[config.mk]
export PLATFORM = sky130hd
export DESIGN_NAME = simm_arbiter
export DESIGN_NICKNAME = d
export VERILOG_FILES = /design/src/rtl/simm_arbiter.sv
export SDC_FILE = /design/constraint.sdc
export NUM_CORES = 1
export LEC_CHECK = 0
export BUFFER_PORTS_ARGS = -buffer_cell sky130_fd_sc_hd__buf_2
export CORE_ASPECT_RATIO = 0.8
export CORE_MARGIN = 2
export CORE_UTILIZATION = 35
export DETAILED_ROUTE_END_ITERATION = 10
export GPL_TIMING_DRIVEN = 1
export HOLD_SLACK_MARGIN = 0.08
export PLACE_DENSITY_LB_ADDON = 0.08
export SYNTH_ARGS = -nofsm -noshare
export SYNTH_HDL_FRONTEND = slang
export SYNTH_SLANG_ARGS = --single-unit
[constraint.sdc]
create_clock -name clk -period 3.4 [get_ports clk]
set_input_delay 0.68 -clock clk [delete_from_list [all_inputs] [get_ports clk]]
set_output_delay 0.68 -clock clk [all_outputs]
set_load 0.005 [all_outputs]
[src/rtl/simm_arbiter.sv]
// Round-robin arbiter sharing one SIMM DRAM controller among NREQ requesters.
// Latches the winning request at grant and runs the controller's ena/busy/ack handshake.
module simm_arbiter #(
  parameter int NREQ = 2,
  parameter int AW   = 24,
  parameter int DW   = 8
) (
  input  logic                 clk,
  input  logic                 rst_n,
  input  logic [NREQ-1:0]      req,
  input  logic [NREQ-1:0]      req_we,
  input  logic [NREQ*AW-1:0]   req_addr,
  input  logic [NREQ*DW-1:0]   req_wdata,
  output logic [NREQ-1:0]      done,
  output logic [DW-1:0]        rdata,
  output logic [2:0]           gnt_id,
  output logic                 mem_ena,
  output logic                 mem_write,
  output logic [AW-1:0]        mem_addr,
  output logic [DW-1:0]        mem_wdata,
  output logic                 mem_wdata_oe,
  input  logic                 mem_busy,
  input  logic                 mem_ack,
  input  logic [DW-1:0]        mem_rd_data
);

  typedef enum logic [1:0] {IDLE, ISSUE, WAIT} state_t;

  state_t          state_q, state_d;
  logic [2:0]      rr_q, rr_d;
  logic [2:0]      gnt_q, gnt_d;
  logic            ena_q, ena_d;
  logic            write_q, write_d;
  logic            oe_q, oe_d;
  logic [AW-1:0]   addr_q, addr_d;
  logic [DW-1:0]   wdata_q, wdata_d;
  logic [DW-1:0]   rdata_q, rdata_d;
  logic [NREQ-1:0] done_q, done_d;

  logic            any_req;
  logic [2:0]      pick;

  // First asserted port at or after the pointer, wrapping NREQ-1 -> 0.
  always_comb begin
    any_req = 1'b0;
    pick    = 3'd0;
    for (int k = 0; k < NREQ; k++) begin
      for (int i = 0; i < NREQ; i++) begin
        if (!any_req && req[i] && (((int'(rr_q) + k) % NREQ) == i)) begin
          any_req = 1'b1;
          pick    = 3'(i);
        end
      end
    end
  end

  always_comb begin
    state_d = state_q;
    rr_d    = rr_q;
    gnt_d   = gnt_q;
    ena_d   = ena_q;
    write_d = write_q;
    oe_d    = oe_q;
    addr_d  = addr_q;
    wdata_d = wdata_q;
    rdata_d = rdata_q;
    done_d  = '0;
    unique case (state_q)
      IDLE: begin
        if (any_req) begin
          gnt_d   = pick;
          ena_d   = 1'b1;
          state_d = ISSUE;
          for (int i = 0; i < NREQ; i++) begin
            if (pick == 3'(i)) begin
              write_d = req_we[i];
              oe_d    = req_we[i];
              addr_d  = req_addr[i*AW +: AW];
              wdata_d = req_wdata[i*DW +: DW];
            end
          end
        end
      end
      ISSUE: begin
        // An ack without busy is left over from the previous cycle; ignore it.
        if (mem_busy && mem_ack) begin
          ena_d   = 1'b0;
          state_d = WAIT;
        end
      end
      WAIT: begin
        if (!mem_busy) begin
          if (!write_q) begin
            rdata_d = mem_rd_data;
          end
          for (int i = 0; i < NREQ; i++) begin
            if (gnt_q == 3'(i)) begin
              done_d[i] = 1'b1;
            end
          end
          oe_d    = 1'b0;
          rr_d    = (gnt_q == 3'(NREQ - 1)) ? 3'd0 : gnt_q + 3'd1;
          state_d = IDLE;
        end
      end
      default: state_d = IDLE;
    endcase
  end

  always_ff @(posedge clk or negedge rst_n) begin
    if (!rst_n) begin
      state_q <= IDLE;
      rr_q    <= 3'd0;
      gnt_q   <= 3'd0;
      ena_q   <= 1'b0;
      write_q <= 1'b0;
      oe_q    <= 1'b0;
      addr_q  <= '0;
      wdata_q <= '0;
      rdata_q <= '0;
      done_q  <= '0;
    end else begin
      state_q <= state_d;
      rr_q    <= rr_d;
      gnt_q   <= gnt_d;
      ena_q   <= ena_d;
      write_q <= write_d;
      oe_q    <= oe_d;
      addr_q  <= addr_d;
      wdata_q <= wdata_d;
      rdata_q <= rdata_d;
      done_q  <= done_d;
    end
  end

  assign done         = done_q;
  assign rdata        = rdata_q;
  assign gnt_id       = gnt_q;
  assign mem_ena      = ena_q;
  assign mem_write    = write_q;
  assign mem_addr     = addr_q;
  assign mem_wdata    = wdata_q;
  assign mem_wdata_oe = oe_q;

endmodule
== Word level (Yosys, flattened, before mapping) ==
Index checks and enable logic that the tools add are counted.
Widths: inputs -> output; s select.
Word-level totals
  latch bits: 0
  bits of input ports: 80
  word-level logic and storage cells: 78
  memories kept: 0
  memory bits (writable): 0
  flip-flop bits (word level): 51
  bits in read-only memories: 0
Operators by class
  reduce and logical (&&, ||, !) cells: 26
  mux-type cells: 28
  add/sub/neg operators: 2
  eq/ne operators: 9
  shift operators: 0
  $mul: 0
  order comparisons: 0
  bitwise gates (word level): 3
  divide/modulo/power cells: 0
Operators by type and width (number)
  $logic_not 32->1: 2
  $mux 24: 2
  $mux 8: 2
  $mux 1: 14
  $reduce_and 3->1: 4
  $mux 2: 5
  $logic_and 1x1->1: 8
  $eq 3x1->1 const B: 2
  $logic_not 3->1: 2
  $mux 3: 2
  $ne 2x2->1 const B: 3
  $pmux 2 s3: 1
  $reduce_bool 2->1: 3
  $eq 2x2->1 const B: 2
  $pmux 1 s2: 2
  $reduce_and 2->1: 2
  $reduce_and 4->1: 1
  $logic_not 1->1: 3
  $ne 3x3->1 const B: 1
  $add 1x1->1 const B: 2
  $eq 2x1->1 const B: 1
  $logic_not 2->1: 1
  $not 1->1: 2
  $and 1x1->1 const A: 1

== Longest topological paths before layout ==
Gate-level depths: netlist of the first run.
  word-level depth: 20
  mapped depth: 6
  gate-level depth less buffers: 3

== Worst setup path before layout of the first run ==
OpenSTA, ideal clock, no wires.
  path type: input-to-reg
  start: in req[1]
  end: reg addr_q[0], in the netlist mem_addr[0]
  stages: 6
  data arrival time: 1.579 ns
  path slack: 1.691 ns
  required time: 3.270 ns
  buffers on the path: 3
  setup time: 0.130 ns
  path through: buf_2 -> or2_2 -> clkbuf_2 -> buf_2 -> a21oi_1 -> a31oi_1
On the way
  cells in the longest elaborated chain, start to end: 14
  elaborated cells on any way between the ends: 19
  those cells by class: eq/ne: 1; mux: 7; reduce/logical: 11
RTL lines
  start, declared: RTL line 10  | input logic [NREQ-1:0] req,
  $logic_and 1x1->1 (2 in a row): RTL line 49  | if (!any_req && req[i] && (((int'(rr_q) + k) % NREQ) == i)) begin
  $mux 1: RTL line 49
  $logic_not 1->1: RTL line 49
  $logic_and 1x1->1 (2 in a row): RTL line 49
  $mux 1: RTL line 49
  $logic_not 1->1: RTL line 49
  $logic_and 1x1->1 (2 in a row): RTL line 49
  $mux 3: RTL line 49
  $eq 3x1->1 / $logic_not 3->1 (equally long branches): RTL line 75  | if (pick == 3'(i)) begin
  $reduce_bool 2->1 (no source line)
  $reduce_and 3->1 (no source line)
  end signal, assigned: RTL line 129  | addr_q <= addr_d;
  end, declared: RTL line 35  | logic [AW-1:0] addr_q, addr_d;
Several ways; a longest one is shown, not always the timed one.
A chain may end at the register's enable or synchronous reset.

== Worst setup path in the final report of the first run ==
  start: in req[1]
  end: reg oe_q, in the netlist mem_wdata_oe
On the way
  cells in the longest elaborated chain, start to end: 15
  elaborated cells on any way between the ends: 22
  those cells by class: eq/ne: 3; mux: 9; reduce/logical: 10
RTL lines
  $logic_and 1x1->1 (2 in a row): RTL line 49
  $mux 1: RTL line 49
  $logic_not 1->1: RTL line 49
  $logic_and 1x1->1 (2 in a row): RTL line 49
  $mux 1: RTL line 49
  $logic_not 1->1: RTL line 49
  $logic_and 1x1->1 (2 in a row): RTL line 49
  $mux 3: RTL line 49
  $eq 3x1->1: RTL line 75
  $mux 1: RTL line 75
  $mux 1: RTL line 70  | if (any_req) begin
  $pmux 1 s2: RTL line 68  | unique case (state_q)
  end signal, assigned: RTL line 117  | oe_q <= 1'b0;
  end signal, assigned: RTL line 128  | oe_q <= oe_d;
  end, declared: RTL line 34  | logic oe_q, oe_d;
Several ways; a longest one is shown, not always the timed one. The select of a mux whose other input is x is not followed.

==> impl_metrics.json, run 1 <==
{
  "final_area_um2": 3074,
  "dpl.hpwl_um": 4629,
  "area_delta_synth_final_pct": 32.74,
  "post_cts_resized": 0,
  "endpoint_kind": "flop",
  "portBuffers": 125,
  "first_iter_violations": 97,
  "path_class": "in -> reg",
  "clkLatencyLatePin_ns": 0.29,
  "placed_cells_incl_taps": 432,
  "period_minus_slack_ns": 1.868,
  "hold_buffers": 0,
  "met3_usage_pct": 4.126,
  "htree_levels": 2,
  "antenna_found_initial": 0,
  "cp-endpoint": "mem_wdata_oe$_DFFE_PN0P_",
  "setup_viol": 0,
  "synthCells": 243,
  "synth_edf_count": 0,
  "viasPerCell": 5.211,
  "synth-seq-cells": 49,
  "final_layout_size_suffix_gt1_share_pct": 42.42,
  "cts_root_buf": "clkbuf_8",
  "nFillCells": 653,
  "r2r_slack_ns": 1.57,
  "yosysTopAreaCell": "dfrtp_1",
  "postCtsSetupBuffers": 0,
  "synthArstFlopShare_pct": 100.0,
  "ioPinCount": 128,
  "diodes": 0,
  "met1_usage_pct": 25.49,
  "syn-mean-instance-area_um2": 9.531,
  "p_leak_nw": 1.450,
  "r2r-start": "rr_q[0]$_DFFE_PN0P_",
  "die_w_um": 94.95,
  "layout.nets": 435,
  "cts.sinks": 49,
  "cts_tree": "done",
  "period_share_pct": 54.94,
  "cp-startpoint": "req[1]",
  "top_usage_layer": "met2",
  "grtUsageMet2_pct": 29.86,
  "grt_pass1_vias": 2192,
  "num_vias": 2293,
  "seq_area_frac_synth_pct": 52.94,
  "die_area_um2": 7288,
  "routabilityCongestion": 0.7305,
  "syn_area_um2": 2316,
  "drc": 0,
  "grt_pass1_wl_um": 10660,
  "grt-ovfl-total": 0,
  "hp-class": "in -> async",
  "final_cell_mix": "125 x buf_2, 49 x dfrtp_1, 34 x o21ai_0",
  "coreArea_um2": 6409,
  "setup_tns_ns": 0,
  "wl_um": 6833,
  "clk_pin_slew_ns": 0.09,
  "grt_usage_pct": 18.49,
  "r2r_cells": 3,
  "vdd_drop_max_mv": 0.2308,
  "rsz0062_at_grt": "no",
  "num_rows": 26,
  "cp_data_arrival_time_ns": 2.08,
  "clock_skew_ns": 0.002401,
  "synth.top_cell.area_share_pct": 52.94,
  "synth.area.top_cells": "dfrtp_1 53%, a31oi_1 8.6%, o21ai_0 7.3%, a21oi_1 6.9%, nand3_1 6.9%",
  "path_max_fanout": 33,
  "layout.cells.non_filler": 440,
  "slew_headroom_pct": 30.76,
  "initial_core_util_pct": 36.14,
  "clockBufferDepth": 2,
  "synth-main-ff-cell": "dfrtp_1",
  "synth.distinct_cells": 29,
  "dieHeight_um": 76.76,
  "max_freq_mhz": 535.3,
  "worst_pin_slew_ns": 1.039,
  "post_drt_wl_per_cell_um": 15.53,
  "slew_viol_final": 0,
  "status": "finished, final reports clean",
  "grt_max_degree": 37,
  "reg2reg_to": "mem_wdata_oe$_DFFE_PN0P_",
  "final_common_cell": "buf_2",
  "numCtsBuffers": 5,
  "yosysWarnings": 0,
  "required_ns": 3.61,
  "hold_viol_final": 0,
  "dr.pass1.iters": 4,
  "ant_nets": 0,
  "cap_violations": 0,
  "placedInstanceArea_um2": 2973,
  "power_density_nw_per_um2": 771.1,
  "crit_path_start_kind": "input pin"
}
-- report_power, final --
group / switching [mW] / leakage (nW) / internal (mW)
Clock: 0.191 / 0.0542 / 0.184
Sequential: 0.172 / 0.568 / 0.855
Combinational: 0.519 / 0.827 / 0.450
-- state kept, by name, indices dropped and copies added (netlist names) --
name,count
mem_write,1
mem_wdata,8
done,2
mem_ena,1
mem_wdata_oe,1
gnt_id,1
rdata,8
mem_addr,24
state_q,2
rr_q,1
-- layer usage --
layer	part of all wire, %	wire (um)
met5	0	0
met4	0.56	38
met3	6.8	463
met2	47	3190
met1	46	3142
-- cell type report --
| cell class | count | area, um2 | share of cell area (%) |
|---|---|---|---|
| clock inverters | 1 | 5.005 | 0.1628 |
| clock buffers | 7 | 96.34 | 3.134 |
| repair buffers | 130 | 663.1 | 21.57 |
| well taps | 84 | 105.1 | 3.419 |
| inverters | 1 | 3.754 | 0.1221 |
| flip-flops and latches | 49 | 1226 | 39.89 |
| multi-input cells | 168 | 974.7 | 31.71 |
-- cell usage after synthesis, types with 2 or more instances --
master    number
a21oi_1       32
a31oi_1       32
buf_1          2
buf_2         11
buf_4          2
clkbuf_1      10
dfrtp_1       49
mux2_2         8
nand2_1        5
nand2b_1       4
nand3_1       32
nor2_1         6
o21ai_0       34
-- stage by stage --
step | util (%) | setup WS (ns) | hold WS [ns] | power [mW]
6_report | 47.97 | 1.532 | 0.4772 | 2.370
5_1_grt | 47.97 | 1.382 | 0.5358 | 2.564
4_1_cts | 47.97 | 1.522 | 0.5012 | 2.400
3_5_place_dp | 46.39 | 1.216 | 0.4895 | 2.022
3_3_place_gp | 46.39 | 1.206 | 0.4832 | 2.009
2_1_floorplan | - | 1.691 | 0.3844 | 1.564
-- worst min path at each step --
stage / startpoint / end / slack, ns
after floorplan: rst_n / done[0]$_DFF_PN0_ / 0.38
after CTS: rst_n / rdata[2]$_DFFE_PN0P_ / 0.50
after detailed placement: rdata[3]$_DFFE_PN0P_ / rdata[3]$_DFFE_PN0P_ / 0.49
final: rst_n / rdata[2]$_DFFE_PN0P_ / 0.48
after global routing: rst_n / rdata[2]$_DFFE_PN0P_ / 0.54
after global placement: rdata[0]$_DFFE_PN0P_ / rdata[0]$_DFFE_PN0P_ / 0.48
-- critical path: stages --
cell	delay, ns
buf_2	0.20
inv_1	0.69
o21ai_0	0.27
a22oi_1	0.21
-- kinds of logic (layout without fill, tap and decap cells) --
kind of cell | count (synthesis) | in the layout | synth area share, %
muxes | 8 | 8 | 3.890
AOI/OAI and AO/OA | 103 | 103 | 24.74
and+or+nand+nor | 55 | 55 | 12.91
DFF | 49 | 49 | 52.94
buffers and inverters | 27 | 139 | 5.348
other | 1 | 2 | 0.1619
Note: power is estimated with default switching activity, not from simulation.
==> inputs of run 2 (changes only) <==
==> constraint.sdc (replaced) <==
create_clock -name clk -period 1.8 [get_ports clk]
set_input_delay 0.36 -clock clk [delete_from_list [all_inputs] [get_ports clk]]
set_output_delay 0.36 -clock clk [all_outputs]
set_load 0.005 [all_outputs]
==> impl_metrics.json, run 2 (synthesis gave the netlist of run 1 again) <==
{
  "cts_root_buf": "clkbuf_8",
  "crit_path_start_kind": "flop",
  "cts_tree": "done",
  "hold_viol_final": 0,
  "layout.nets": 441,
  "routabilityCongestion": 0.7194,
  "final_common_cell": "buf_2",
  "cp_top_family": "simple AND/OR/NAND/NOR gates",
  "p_leak_nw": 1.487,
  "clockBufferDepth": 2,
  "ioPinCount": 128,
  "cts.sinks": 49,
  "die_w_um": 94.95,
  "htree_levels": 2,
  "clock_skew_ns": 0.006329,
  "period_share_pct": 88.72,
  "coreArea_um2": 6409,
  "placedInstanceArea_um2": 3035,
  "initial_core_util_pct": 36.14,
  "numCtsBuffers": 5,
  "grt_max_degree": 50,
  "viasPerCell": 5.161,
  "ant_nets": 0,
  "final_area_um2": 3161,
  "grt-ovfl-total": 0,
  "slew_viol_final": 0,
  "final_cell_mix": "125 x buf_2, 49 x dfrtp_1, 34 x o21ai_0",
  "crit_buf_inv": 1,
  "grt_pass1_wl_um": 11250,
  "cpPeakStageDelay_ns": 0.48,
  "final_layout_size_suffix_gt1_share_pct": 43.09,
  "num_rows": 26,
  "crit_chain": "and2b_1, buf_4, o21ai_0, a31oi_1",
  "clk_pin_slew_ns": 0.09,
  "nFillCells": 648,
  "diodes": 0,
  "cp-startpoint": "rr_q[0]$_DFFE_PN0P_",
  "dr.pass1.iters": 4,
  "postCtsSetupBuffers": 0,
  "post_drt_wl_per_cell_um": 14.98,
  "power_density_nw_per_um2": 1474,
  "setup_tns_ns": 0,
  "max_freq_mhz": 626.2,
  "wl_um": 6679,
  "slew_headroom_pct": 56.95,
  "r2r-start": "rr_q[0]$_DFFE_PN0P_",
  "rsz0062_at_grt": "no",
  "hp-start": "mem_rd_data[4]",
  "antenna_found_initial": 0,
  "setup_viol": 0,
  "num_vias": 2302,
  "grt_usage_pct": 19.32,
  "portBuffers": 125,
  "cap_violations": 0,
  "drc": 0,
  "period_minus_slack_ns": 1.597,
  "path_class": "reg -> reg",
  "hold_buffers": 1,
  "hp-class": "in -> reg",
  "first_iter_violations": 138,
  "clkLatencyLatePin_ns": 0.30,
  "endpoint_kind": "flop",
  "required_ns": 2.02,
  "grt_pass1_vias": 2287,
  "path_max_fanout": 19,
  "dpl.hpwl_um": 4687,
  "largest_reg_flops": 24,
  "post_cts_resized": 0,
  "status": "finished, final reports clean",
  "cp_data_arrival_time_ns": 1.82,
  "area_delta_synth_final_pct": 36.47,
  "cp_slowest_cell": "and2b_1",
  "worst_pin_slew_ns": 0.6457,
  "die_area_um2": 7288,
  "utilization_pct": 49.32,
  "dieHeight_um": 76.76,
  "vdd_drop_max_mv": 0.5246
}
run 2: worst paths after layout:
check / end / slack, ns / depth (start not counted)
min in group asynchronous: rdata[3]$_DFFE_PN0P_ / 0.55 / 3
max in group asynchronous: mem_addr[0]$_DFFE_PN0P_ / 1.00 / 3
worst min-delay path: rdata[4]$_DFFE_PN0P_ / 0.28 / 2
worst max register to register: mem_addr[12]$_DFFE_PN0P_ / 0.20 / 4
worst max-delay path: mem_addr[12]$_DFFE_PN0P_ / 0.20 / 4
worst min register to register: rdata[0]$_DFFE_PN0P_ / 0.51 / 1
run 2: where the power goes:
group / internal [mW] / switching (mW) / leakage [nW]
sequential: 1.61 / 0.313 / 0.568
combinational: 0.928 / 1.01 / 0.864
clock: 0.416 / 0.382 / 0.0543
run 2: layout make-up:
type                       instances  area (um2)  area share, %
inverter                           1       3.754         0.1188
tap                               84       105.1          3.325
clock buffer                       5       68.82          2.177
timing repair buffer             136       735.7          23.28
sequential                        49        1226          38.80
clock inverter                     3       46.29          1.465
multi-input combinational        168       974.7          30.84
run 2: per-layer routing:
metal	track usage [%]	wire, um	vias up
met4	3.913	54	0
met5	0	0	-
li1	-	-	1127
met2	30.14	3035	87
met1	27.75	3159	1080
met3	4.028	430	8
run 2: per-stage QoR:
step	hold slack [ns]	setup slack (ns)	total power, mW	std cells
3_5_place_dp	0.3716	0.1539	3.920	437
6_report	0.2804	0.2031	4.660	446
5_1_grt	0.2665	0.03541	5.094	446
2_1_floorplan	0.06441	0.3519	2.954	244
4_1_cts	0.2669	0.1901	4.734	446
3_3_place_gp	0.3706	0.1884	3.889	437
==> inputs of run 3 (changes only) <==
--- a/config.mk
+++ b/config.mk
@@ -8,7 +8,7 @@
 export BUFFER_PORTS_ARGS = -buffer_cell sky130_fd_sc_hd__buf_2
 export CORE_ASPECT_RATIO = 0.8
 export CORE_MARGIN = 2
-export CORE_UTILIZATION = 35
+export CORE_UTILIZATION = 44
 export DETAILED_ROUTE_END_ITERATION = 10
 export GPL_TIMING_DRIVEN = 1
 export HOLD_SLACK_MARGIN = 0.08
==> impl_metrics.json, run 3 (synthesis gave the netlist of run 1 again) <==
{
  "status": "finished, final reports clean",
  "final_layout_size_suffix_gt1_share_pct": 43.41,
  "worst_pin_slew_ns": 0.6360,
  "grt-ovfl-total": 0,
  "cts_root_buf": "clkbuf_8",
  "final_area_um2": 3094,
  "diodes": 0,
  "final_common_cell": "buf_2",
  "dieHeight_um": 68.89,
  "cts_tree": "done",
  "numCtsBuffers": 5,
  "endpoint_kind": "flop",
  "power_density_nw_per_um2": 1433,
  "ioPinCount": 128,
  "required_ns": 1.99,
  "wl_um": 6472,
  "routabilityCongestion": 0.7577,
  "htree_levels": 2,
  "clockBufferDepth": 2,
  "slew_headroom_pct": 57.60,
  "hold_viol_final": 0,
  "p_leak_nw": 1.478,
  "post_drt_wl_per_cell_um": 15.19,
  "coreArea_um2": 5036,
  "setup_viol": 0,
  "max_freq_mhz": 642.0,
  "ant_nets": 0,
  "viasPerCell": 5.474,
  "portBuffers": 125,
  "cpPeakStageDelay_ns": 0.47,
  "clkLatencyLatePin_ns": 0.30,
  "wl_met2_um": 3019,
  "path_max_fanout": 8,
  "rsz0062_at_grt": "no",
  "die_area_um2": 5864,
  "period_share_pct": 86.53,
  "cap_violations": 0,
  "dpl.hpwl_um": 4495,
  "setup_tns_ns": 0,
  "area_delta_synth_final_pct": 33.60,
  "met1_length_um": 2988,
  "first_iter_violations": 176,
  "clock_skew_ns": 0.008103,
  "nFillCells": 481,
  "grt_pass1_wl_um": 10230,
  "cp_data_arrival_time_ns": 1.75,
  "largest_reg_flops": 24,
  "die_w_um": 85.12,
  "final_cell_mix": "125 x buf_2, 49 x dfrtp_1, 34 x o21ai_0",
  "hold_slack_ns": 0.2814,
  "cp_slowest_cell": "or3b_4",
  "placedInstanceArea_um2": 2998,
  "crit_chain": "or3b_4, nor2_8, mux2_2",
  "num_vias": 2332,
  "cts.sinks": 49,
  "period_minus_slack_ns": 1.558,
  "grt_max_degree": 34,
  "total_power_mw": 4.433,
  "grt_pass1_vias": 2122,
  "crit_path_start_kind": "flop",
  "dr.pass1.iters": 4,
  "initial_core_util_pct": 45.99,
  "layout.nets": 443,
  "drc": 0,
  "path_class": "reg -> reg",
  "clk_pin_slew_ns": 0.10,
  "routed-wl-met3_um": 449,
  "num_rows": 23,
  "slew_viol_final": 0,
  "hp-class": "in -> reg",
  "vdd_drop_max_mv": 0.8089,
  "antenna_found_initial": 0,
  "top_layer": "met4",
  "grt_usage_pct": 22.16
}
## run 3: cell count changes in the layout (fill, tap and decap cells not counted), sizes merged
cell,delta
clkinv,+1
bufinv,-1
buf,+2
## run 3: report_power, final
| part | switching [mW] | internal [mW] |
|---|---|---|
| Clock | 0.379 | 0.269 |
| Sequential | 0.301 | 1.61 |
| Combinational | 0.979 | 0.892 |
| Total | 1.66 | 2.77 |
## run 3: metrics by stage
step	std cells	setup slack [ns]	utilization, %
global route	426	0.1301	61.44
global placement	417	0.2552	59.53
CTS	426	0.2353	61.44
finish	426	0.2424	61.44
detailed placement	417	0.1969	59.53
floorplan	244	0.3519	-
## run 3: final timing paths
path                                             start                  endpoint  slack, ns  depth (start not counted)
worst max-delay path            state_q[0]$_DFFE_PN0P_      rdata[2]$_DFFE_PN0P_       0.24                          3
worst min-delay path                    mem_rd_data[3]      rdata[3]$_DFFE_PN0P_       0.28                          2
worst max register to register  state_q[0]$_DFFE_PN0P_      rdata[2]$_DFFE_PN0P_       0.24                          3
worst min register to register    rdata[3]$_DFFE_PN0P_      rdata[3]$_DFFE_PN0P_       0.51                          1
max in group asynchronous                        rst_n  mem_addr[23]$_DFFE_PN0P_       0.69                          3
min in group asynchronous                        rst_n      rdata[7]$_DFFE_PN0P_       0.52                          2
## run 3: repair_timing
item / CTS / global route
endpoints found under the hold margin: 18 / 0
resized for setup: 0 / 0
hold buffers: 1 / 0
setup endpoints to repair: 0 / 0
buffers inserted: 0 / 0
## run 3: final cells by class
class	count	area (um2)	share of cell area [%]
Clock buffer	5	68.82	2.224
Clock inverter	3	17.52	0.5661
Inverter	1	3.754	0.1213
Multi-Input combinational cell	168	974.7	31.50
Sequential cell	49	1226	39.63
Tap cell	62	77.57	2.507
Timing Repair Buffer	138	725.7	23.45
## run 3: metal layers
layer | up-vias | GRT usage, %
li1 | 1128 | -
met1 | 1108 | 31.66
met2 | 94 | 34.86
met3 | 2 | 4.405
met4 | 0 | 5.952
met5 | - | 0
## run 3: critical path, delay by kind of cell (launching register included)
kind          cells  cell delay, ns
simple gates      2            0.63
mux               1            0.36
flops             1            0.46
